$ cat config.mk
export PLATFORM = sky130hd
export DESIGN_NAME = split_merge_task_seq
export DESIGN_NICKNAME = d
export VERILOG_FILES = /design/src/rtl/split_merge_task_seq_pkg.sv /design/src/rtl/split_merge_task_seq_fifo.sv /design/src/rtl/split_merge_task_seq.sv
export SDC_FILE = /design/constraint.sdc
export NUM_CORES = 1
export LEC_CHECK = 0
export ABC_AREA = 1
export BUFFER_PORTS_ARGS = -buffer_cell sky130_fd_sc_hd__buf_2
export CAP_MARGIN = 10
export CORE_UTILIZATION = 25
export DETAILED_ROUTE_END_ITERATION = 8
export PLACE_DENSITY_LB_ADDON = 0.15
export SLEW_MARGIN = 30
export SYNTH_ARGS = -nofsm -noshare
export SYNTH_HDL_FRONTEND = slang
export SYNTH_HIERARCHICAL = 1
export SYNTH_SLANG_ARGS = --single-unit
$ cat constraint.sdc
create_clock -name clk -period 7.5 [get_ports clk]
set_clock_uncertainty 0.15 [all_clocks]
set_input_delay 0.75 -clock clk [delete_from_list [all_inputs] [get_ports clk]]
set_output_delay 0.75 -clock clk [all_outputs]
set_load 0.005 [all_outputs]
$ cat src/rtl/split_merge_task_seq_pkg.sv
// Shared types for the split/merge task sequencer: descriptor, task codes,
// input_task bit layout and FSM states.
package split_merge_task_seq_pkg;

  // Memory address and task word widths as seen by the split/merge operator.
  localparam int MEM_ADDR_BITS  = 12;
  localparam int TASK_REDUCE_BW = 64;
  typedef logic [MEM_ADDR_BITS-1:0] mem_addr_t;

  localparam logic [2:0] SPLIT_256 = 3'd2;
  localparam logic [2:0] MERGE_256 = 3'd3;
  localparam logic [2:0] SPLIT_512 = 3'd4;
  localparam logic [2:0] MERGE_512 = 3'd5;

  localparam logic [4:0] MAX_STAGE = 5'd8;
  localparam logic [1:0] MODE_FFT  = 2'd0;

  localparam int IT_IN_POS    = 4;
  localparam int IT_OUT_POS   = 5;
  localparam int IT_MODE_LSB  = 6;
  localparam int IT_TYPE_LSB  = 8;
  localparam int IT_STAGE_LSB = 11;

  typedef struct packed {
    logic [2:0]      task_type;
    logic [4:0]      stage;
    logic            in_pos;
    logic            out_pos;
    mem_addr_t [2:0] base_addr;
  } sm_desc_t;

  typedef enum logic [2:0] {
    ST_IDLE,
    ST_CHECK,
    ST_ISSUE,
    ST_WAIT,
    ST_ERR
  } sm_state_t;

  // The last stage only exists for the 512-point variants.
  function automatic logic desc_legal(sm_desc_t d);
    logic big;
    big = (d.task_type == SPLIT_512) || (d.task_type == MERGE_512);
    return (d.task_type inside {SPLIT_256, MERGE_256, SPLIT_512, MERGE_512}) &&
           (d.stage <= MAX_STAGE) && ((d.stage != MAX_STAGE) || big);
  endfunction

  // Base addresses are stacked downward from the top of the word.
  function automatic logic [TASK_REDUCE_BW-1:0] pack_task(sm_desc_t d);
    logic [TASK_REDUCE_BW-1:0] w;
    w = '0;
    w[IT_IN_POS]              = d.in_pos;
    w[IT_OUT_POS]             = d.out_pos;
    w[IT_MODE_LSB +: 2]       = MODE_FFT;
    w[IT_TYPE_LSB +: 3]       = d.task_type;
    w[IT_STAGE_LSB +: 5]      = d.stage;
    for (int k = 0; k < 3; k++) begin
      w[TASK_REDUCE_BW-(k+1)*MEM_ADDR_BITS +: MEM_ADDR_BITS] = d.base_addr[k];
    end
    return w;
  endfunction

endpackage

$ cat src/rtl/split_merge_task_seq_fifo.sv
// Descriptor queue: synchronous FIFO, head visible combinationally, pop takes effect at the edge.
// Push while full is accepted only together with a pop; flush wins over push and pop.
module sm_desc_fifo #(
  parameter int DEPTH = 4,
  parameter int WIDTH = 8
) (
  input  logic             clk,
  input  logic             rst,
  input  logic             flush,
  input  logic             push,
  input  logic [WIDTH-1:0] push_data,
  input  logic             pop,
  output logic [WIDTH-1:0] pop_data,
  output logic             full,
  output logic             empty
);

  localparam int AW = $clog2(DEPTH);

  logic [WIDTH-1:0] mem [DEPTH];
  logic [AW-1:0]    wr_ptr;
  logic [AW-1:0]    rd_ptr;
  logic [AW:0]      count;
  logic             do_push;
  logic             do_pop;

  assign empty    = (count == '0);
  assign full     = (count == (AW+1)'(DEPTH));
  assign do_pop   = pop && !empty;
  assign do_push  = push && (!full || do_pop);
  assign pop_data = mem[rd_ptr];

  always_ff @(posedge clk or posedge rst) begin
    if (rst) begin
      wr_ptr <= '0;
      rd_ptr <= '0;
      count  <= '0;
    end else if (flush) begin
      wr_ptr <= '0;
      rd_ptr <= '0;
      count  <= '0;
    end else begin
      if (do_push) wr_ptr <= wr_ptr + 1'b1;
      if (do_pop)  rd_ptr <= rd_ptr + 1'b1;
      case ({do_push, do_pop})
        2'b10:   count <= count + 1'b1;
        2'b01:   count <= count - 1'b1;
        default: count <= count;
      endcase
    end
  end

  always_ff @(posedge clk) begin
    if (do_push && !flush) mem[wr_ptr] <= push_data;
  end

endmodule

$ cat src/rtl/split_merge_task_seq.sv
// Queues split/merge descriptors, validates them and issues one task at a time to the operator.
// Accept-to-start latency 3 cycles; desc_ready follows queue space; abort flushes everything.
module split_merge_task_seq
  import split_merge_task_seq_pkg::*;
#(
  parameter int FIFO_DEPTH  = 4,
  parameter int TIMEOUT_CYC = 1024
) (
  input  logic                      clk,
  input  logic                      rst,
  input  logic                      desc_valid,
  output logic                      desc_ready,
  input  sm_desc_t                  desc,
  input  logic                      abort,
  output logic                      task_start,
  output logic [TASK_REDUCE_BW-1:0] input_task,
  input  logic                      op_done,
  output logic                      busy,
  output logic [15:0]               done_cnt,
  output logic                      err_illegal,
  output logic                      err_timeout,
  output logic                      err_spurious
);

  localparam int TW = $clog2(TIMEOUT_CYC + 1);

  sm_state_t       state;
  sm_desc_t        hold;
  sm_desc_t        fifo_head;
  logic            fifo_full;
  logic            fifo_empty;
  logic            fifo_push;
  logic            fifo_pop;
  logic [TW-1:0]   tmo_cnt;

  assign desc_ready = !fifo_full;
  assign fifo_push  = desc_valid && desc_ready;
  assign fifo_pop   = (state == ST_IDLE) && !fifo_empty && !abort;
  assign busy       = (state != ST_IDLE) || !fifo_empty;

  sm_desc_fifo #(
    .DEPTH (FIFO_DEPTH),
    .WIDTH ($bits(sm_desc_t))
  ) u_fifo (
    .clk       (clk),
    .rst       (rst),
    .flush     (abort),
    .push      (fifo_push),
    .push_data (desc),
    .pop       (fifo_pop),
    .pop_data  (fifo_head),
    .full      (fifo_full),
    .empty     (fifo_empty)
  );

  always_ff @(posedge clk or posedge rst) begin
    if (rst) begin
      state        <= ST_IDLE;
      hold         <= '0;
      input_task   <= '0;
      task_start   <= 1'b0;
      tmo_cnt      <= '0;
      done_cnt     <= '0;
      err_illegal  <= 1'b0;
      err_timeout  <= 1'b0;
      err_spurious <= 1'b0;
    end else begin
      task_start  <= 1'b0;
      err_illegal <= 1'b0;
      if (abort) begin
        state        <= ST_IDLE;
        tmo_cnt      <= '0;
        err_timeout  <= 1'b0;
        err_spurious <= 1'b0;
      end else begin
        if (op_done && (state != ST_WAIT)) err_spurious <= 1'b1;
        case (state)
          ST_IDLE: begin
            if (!fifo_empty) begin
              hold  <= fifo_head;
              state <= ST_CHECK;
            end
          end
          ST_CHECK: begin
            if (desc_legal(hold)) begin
              state <= ST_ISSUE;
            end else begin
              err_illegal <= 1'b1;
              state       <= ST_IDLE;
            end
          end
          ST_ISSUE: begin
            input_task <= pack_task(hold);
            task_start <= 1'b1;
            tmo_cnt    <= '0;
            state      <= ST_WAIT;
          end
          ST_WAIT: begin
            // Completion wins over a timeout expiring in the same cycle.
            if (op_done) begin
              done_cnt <= done_cnt + 16'd1;
              state    <= ST_IDLE;
            end else if (tmo_cnt == TW'(TIMEOUT_CYC - 1)) begin
              err_timeout <= 1'b1;
              state       <= ST_ERR;
            end else begin
              tmo_cnt <= tmo_cnt + 1'b1;
            end
          end
          ST_ERR:  state <= ST_ERR;
          default: state <= ST_IDLE;
        endcase
      end
    end
  end

endmodule

==> results of run 1 <==
sequential cells by signal, indices dropped and copies added, names as in the netlist:
name and count:
done_cnt 16, err_illegal 1, err_spurious 1, err_timeout 1
hold 46, input_task 46, state 3, task_start 1
tmo_cnt 11, u_fifo/count 3, u_fifo/mem 184, u_fifo/rd_ptr 2
u_fifo/wr_ptr 2
power by group:
| group | leakage [nW] | total (mW) | internal [mW] | switching (mW) |
|---|---|---|---|---|
| Clock | 0.595 | 1.77 | 1.03 | 0.740 |
| Combinational | 2.34 | 1.01 | 0.352 | 0.659 |
| Sequential | 3.40 | 2.35 | 2.18 | 0.171 |
| Total | 6.33 | 5.13 | 3.56 | 1.57 |
worst max-delay path: cells and delay by family, from the launching register on:
kind | cells | cell delay [ns]
buffers and inverters | 5 | 1.48
flip-flops | 1 | 0.41
AND/OR/NAND/NOR | 6 | 1.56
cells in the mapped netlist (all sizes together):
cell type,n
xnor2,9
nor3,3
conb,1
clkbuf,12
ha,6
edfxtp,184
nor3b,2
nand2,287
dfrtp,133
nor2,142
xor2,4
buf,56
nand4,9
o21ai,163
a21oi,7
nand3,22
o22ai,46
fa,1
inv,81
final cells by class:
cell class / count / area [um^2] / area share (%)
Sequential cell: 317 / 8860 / 57.7
Antenna cell: 1 / 2.50 / 0.0163
Clock buffer: 51 / 1050 / 6.84
Multi-Input combinational cell: 719 / 3470 / 22.6
Tap cell: 680 / 851 / 5.54
Clock inverter: 21 / 146 / 0.953
Timing Repair Buffer: 127 / 671 / 4.36
Inverter: 81 / 315 / 2.05
worst paths after layout:
| kind | cells past startpoint | startpoint | slack, ns | end |
|---|---|---|---|---|
| max | 11 | state[2] | 3.48 | u_fifo/mem[0][16] |
| min | 2 | rst | 0.03 | u_fifo/count[1] |
| max reg2reg | 11 | state[2] | 3.48 | u_fifo/mem[0][16] |
| min reg2reg | 2 | input_task[38] | 0.32 | input_task[38] |
| max in group asynchronous | 3 | rst | 5.81 | hold[9] |
| min in group clk | 1 | desc[12] | 0.27 | u_fifo/mem[3][12] |
cells by family (layout without fill, tap and decap cells):
kind of cell / after synthesis / in the layout / share of synthesized area, %
and+or+nand+nor: 465 / 465 / 14.8
DFF: 317 / 317 / 67.9
AOI/OAI and AO/OA: 216 / 216 / 9.47
buffers and inverters: 149 / 280 / 6.25
xor gates and xnor gates: 13 / 13 / 0.873
adders and majority gates: 7 / 7 / 0.729
other: 1 / 19 / 0.0287
metal layers:
| layer | track usage (%) | up-vias | wire length [um] |
|---|---|---|---|
| met5 | 0 | - | 0 |
| met1 | 16.0 | 4030 | 14900 |
| met2 | 20.2 | 151 | 15000 |
| met4 | 4.64 | 0 | 790 |
| li1 | - | 4146 | - |
| met3 | 2.29 | 49 | 1190 |
stage by stage:
| stage | area, um^2 | setup slack (ns) |
|---|---|---|
| after floorplan | 13100 | 3.21 |
| after global placement | 14100 | 2.97 |
| after detailed placement | 14200 | 2.92 |
| after CTS | 15400 | 3.38 |
| after global routing | 15400 | 3.07 |
| final | 15400 | 3.48 |
==> results.sh, run 1 <==
export IMPL_grt_max_degree=79
export IMPL_h_tree_depth=2
export IMPL_crit_type="flop to flop"
export IMPL_core_area_um2=51400
export IMPL_report_final_slew_viol_count=0
export IMPL_final_cell_mix="nand2_1, edfxtp_1, dfrtp_1"
export IMPL_synth_seq_cells=317
export IMPL_vias_per_cell=4.19
export IMPL_drive_above_1_share_pct=18.4
export IMPL_stdcell_count=1997
export IMPL_die_area_um2=53100
export IMPL_dieWidth_um=230
export IMPL_path_clk_slew_ns=0.06
export IMPL_ctsResizeCount=0
export IMPL_leakage_nw=6.33
export IMPL_clock_fmax_mhz=249
export IMPL_syn_inst=1168
export IMPL_worstPathMaxFanout=78
export IMPL_io_buffers=118
export IMPL_final_period_utilization_pct=53.6
export IMPL_hold_viol=0
export IMPL_finalWeightedCongestion=0.744
export IMPL_insertion_delay_ns=0.55
export IMPL_end_kind="flop"
export IMPL_drtPass1Iterations=4
export IMPL_cts_buffer_depth=3
export IMPL_clock_sinks=317
export IMPL_layout_nets=1343
export IMPL_root_buffer="clkbuf_16"
export IMPL_crit_path_cell_trace="nor2_2, nand2_2, inv_2, nand3_4, inv_2, buf_4, inv_1, nand2_1, nand3_1, nor2_4, buf_4"
export IMPL_setup_tns_ns=0
export IMPL_postRouteWirelength_mm=31.9
export IMPL_cts_hold_buffers_added=0
export IMPL_vdd_drop_max_mv=0.122
export IMPL_rows=83
export IMPL_crit_required_ns=7.53
export IMPL_track_usage_pct=12.3
export IMPL_area_growth_pct=17.8
export IMPL_rsz0062_at_grt="false"
export IMPL_synth_top_area_share_pct=42.4
export IMPL_placed_cells=1924
export IMPL_fp_dieH_um=230
export IMPL_fin_util_pct=29.9
export IMPL_cts_tree="done"
export IMPL_slowest_stage="buf_4"
export IMPL_postCtsSetupBuffers=0
export IMPL_route_detailed_drc=0
export IMPL_drtAntennaViolNets=0
export IMPL_grt_pass1_wl_mm=50.1
export IMPL_initial_core_util_pct=25.4
export IMPL_yosys_area_top_type="edfxtp_1"
export IMPL_worst_pin_slew_ns=0.871
export IMPL_num_vias=8376
export IMPL_netlist_area_um2=13000
export IMPL_fin_hold_ws_ns=0.0317
export IMPL_setup_viol=0
export IMPL_p_total_mw=5.13
export IMPL_final_common_cell="nand2_1"
export IMPL_numCtsBuffers=39
export IMPL_relSlewSlack_pct=41.7
export IMPL_min_period_ns=4.02
export IMPL_dp_hpwl_mm=19.8
export IMPL_ys_seq_area_share_pct=67.9
export IMPL_ys_types=31
export IMPL_io_pins=137
export IMPL_cp_start_kind="flop"
export IMPL_hold_path_class="input pin to async pin"
export IMPL_first_global_vias=8512
export IMPL_slowest_delay_ns=0.63
export IMPL_synth_top_cells_by_area="edfxtp_1, dfrtp_1, nand2_1"
export IMPL_gr_total_overflow=0
export IMPL_power_density_nw_per_um2=334
export IMPL_status="finished, final reports clean"
export IMPL_maxCapViolations=0
export IMPL_antenna_found_initial=2
export IMPL_wl_per_cell_um=16.0
export IMPL_post_synth_cell_area_avg_um2=11.2
export IMPL_synth_warnings=6
export IMPL_num_fill_cells=5369
export IMPL_arrival_ns=4.05
export IMPL_drt_initial_drc_count=399
Power figures use the tool's default switching activity.
==> inputs of run 2 (changes only) <==
- ABC_AREA: 1 -> 0
- clock period: 7.5 -> 3.6 ns (I/O delays scaled with it)
==> run 2 against run 1 <==
Net effect:
- count of clock-buffer cells in the layout decreased by 6
- non-clock buffer count increased by 59
- cell area increased by 2.5%
- final cell count decreased by 21%
- global-route usage decreased by 1.0 points
- via count decreased by 22%
==> results.sh, run 2 <==
export IMPL_maxCapViolations=0
export IMPL_final_cell_mix="edfxtp_1, dfrtp_1, buf_2"
export IMPL_cp_num_buf_inv=2
export IMPL_die_area_um2=50900
export IMPL_multi_input_area_um2=3380
export IMPL_num_fill_cells=4832
export IMPL_netlist_area_um2=12500
export IMPL_yosys_area_top_type="edfxtp_1"
export IMPL_hold_viol=0
export IMPL_cts_buffer_depth=3
export IMPL_ys_types=56
export IMPL_path_clk_slew_ns=0.06
export IMPL_drtAntennaViolNets=0
export IMPL_top_regs="u_fifo/mem: 184 flops, hold: 46 flops, input_task: 46 flops"
export IMPL_ys_seq_area_share_pct=70.8
export IMPL_area_growth_pct=26.0
export IMPL_dominantRegCellSynth="edfxtp_1"
export IMPL_postRouteWirelength_mm=27.4
export IMPL_synth_seq_cells=317
export IMPL_synth_top_cells_by_area="edfxtp_1, dfrtp_1, mux2_2"
export IMPL_worstPathMaxFanout=33
export IMPL_final_period_utilization_pct=88.0
export IMPL_wl_met2_mm=12.6
export IMPL_final_common_cell="edfxtp_1"
export IMPL_dp_hpwl_mm=17.1
export IMPL_final_seq_area_um2=8860
export IMPL_cts_tree="done"
export IMPL_arrival_ns=3.24
export IMPL_dieWidth_um=226
export IMPL_syn_inst=686
export IMPL_hold_path_class="input pin to flop"
export IMPL_synth_edf_count=184
export IMPL_post_synth_cell_area_avg_um2=18.2
export IMPL_gr_total_overflow=0
export IMPL_drtPass1Iterations=4
export IMPL_synth_most_common_cell="edfxtp_1"
export IMPL_end_kind="flop"
export IMPL_fp_dieH_um=226
export IMPL_p_sw_mw=2.31
export IMPL_rsz0062_at_grt="false"
export IMPL_dr_max_layer_used="met5"
export IMPL_insertion_delay_ns=0.54
export IMPL_h_tree_depth=2
export IMPL_clock_sinks=317
export IMPL_finalWeightedCongestion=0.680
export IMPL_grt_max_degree=51
export IMPL_rows=81
export IMPL_initial_core_util_pct=25.4
export IMPL_wl_met3_mm=1.17
export IMPL_relSlewSlack_pct=43.4
export IMPL_seq_power_share_pct=47.4
export IMPL_swShare_pct=23.6
export IMPL_postSynth_asyncResetShare_pct=42.0
export IMPL_wl_met1_mm=13.0
export IMPL_ctsResizeCount=0
export IMPL_synth_common_cells="edfxtp_1, dfrtp_1, mux2_2"
export IMPL_leakage_nw=6.06
export IMPL_core_area_um2=49200
export IMPL_track_usage_pct=11.3
export IMPL_first_global_vias=6964
export IMPL_grt_pass1_wl_mm=43.3
export IMPL_slowest_stage="nor2b_1"
export IMPL_vdd_drop_max_mv=0.287
export IMPL_fin_hold_ws_ns=0.0619
export IMPL_fin_util_pct=32.1
export IMPL_p_total_mw=9.79
export IMPL_crit_path_cell_trace="or3b_4, inv_1, nor2b_1, o21ai_1, nor3b_4, buf_12"
export IMPL_cp_start_kind="flop"
export IMPL_layout_nets=938
export IMPL_p_int_mw=7.48
export IMPL_num_vias=6560
export IMPL_vias_per_cell=4.17
export IMPL_io_buffers=118
export IMPL_setup_viol=0
export IMPL_drt_initial_drc_count=310
export IMPL_numCtsBuffers=39
export IMPL_worst_pin_slew_ns=0.847
export IMPL_path_delay_family="simple AND/OR/NAND/NOR gates"
export IMPL_power_density_nw_per_um2=621
export IMPL_status="finished, final reports clean"
export IMPL_synth_top_area_share_pct=44.2
export IMPL_pwr_share_clk_pct=41.9
export IMPL_p_comb_share_pct=10.7
export IMPL_antenna_found_initial=2
export IMPL_synth_warnings=6
export IMPL_crit_required_ns=3.67
export IMPL_root_buffer="clkbuf_16"
export IMPL_largest_register_ffs=184
export IMPL_report_final_slew_viol_count=0
export IMPL_top_register="u_fifo/mem"
export IMPL_crit_type="flop to flop"
export IMPL_clock_fmax_mhz=316
export IMPL_io_pins=137
export IMPL_min_period_ns=3.17
export IMPL_wl_per_cell_um=17.4
export IMPL_slowest_delay_ns=0.66
export IMPL_drive_above_1_share_pct=39.5
export IMPL_route_detailed_drc=0
-- run 2: layer usage --
metal | GRT usage [%] | vias up
li1 | - | 3006
met1 | 15.5 | 3364
met2 | 17.3 | 142
met3 | 2.42 | 46
met4 | 4.15 | 2
met5 | 0 | -
-- run 2: cell type report --
class,instances,area share (%)
Inverter,14,0.357
Tap cell,664,5.27
Clock inverter,26,2.23
Multi-Input combinational cell,322,21.5
Antenna cell,1,0.0159
Sequential cell,317,56.2
Clock buffer,45,6.34
Timing Repair Buffer,186,8.07
-- run 2: path summary, 6_finish.rpt --
| kind | from | to | slack [ns] | cells after the start |
|---|---|---|---|---|
| setup / recovery | u_fifo/count[1] | u_fifo/mem[2][31] | 0.43 | 6 |
| max in group asynchronous | rst | input_task[55] | 2.11 | 4 |
| setup reg to reg | u_fifo/count[1] | u_fifo/mem[2][31] | 0.43 | 6 |
| hold / removal | abort | err_illegal | 0.06 | 3 |
| min in group asynchronous | rst | u_fifo/count[1] | 0.21 | 3 |
| hold reg to reg | done_cnt[15] | done_cnt[15] | 0.31 | 1 |
-- run 2: what timing repair did --
item,in CTS,in global routing
setup buffers,0,0
hold buffers,48,0
hold endpoints to repair,203,0
-- run 2: logic make-up (layout without fill, tap and decap cells) --
family / count (synthesis) / after routing / share of synthesized area, %
flops: 317 / 317 / 70.8
mux: 142 / 142 / 17.0
simple gates: 99 / 99 / 4.72
buf+inv: 64 / 271 / 3.03
compound gates: 36 / 36 / 2.26
xor+xnor: 20 / 20 / 1.40
fa+ha+maj: 7 / 7 / 0.761
other cells: 1 / 19 / 0.0300
-- run 2: worst register-to-register path, stage by stage, from the launching register on --
cell and delay [ns]:
dfrtp_1 0.54, or3b_4 0.23, inv_1 0.06, nor2b_1 0.66
o21ai_1 0.51, nor3b_4 0.38, buf_12 0.27
-- run 2: power groups by stage --
stage               registers [mW]  logic, mW  clock network, mW
global route                  4.71       1.17               4.38
detailed placement            4.72       1.04                  0
finish                        4.63       1.05               4.10
CTS                           4.65       1.09               4.27
global placement              4.72       1.03                  0
floorplan                     4.61      0.687                  0
-- run 2: metrics by stage --
stage / instance area (um^2) / cells / setup slack, ns / setup TNS, ns
floorplan: 12600 / 703 / -0.567 / -104.25
global placement: 13900 / 1455 / 0.598 / 0
detailed placement: 13900 / 1455 / 0.495 / 0
CTS: 15800 / 1574 / 0.492 / 0
global route: 15800 / 1575 / 0.284 / 0
finish: 15800 / 1575 / 0.433 / 0
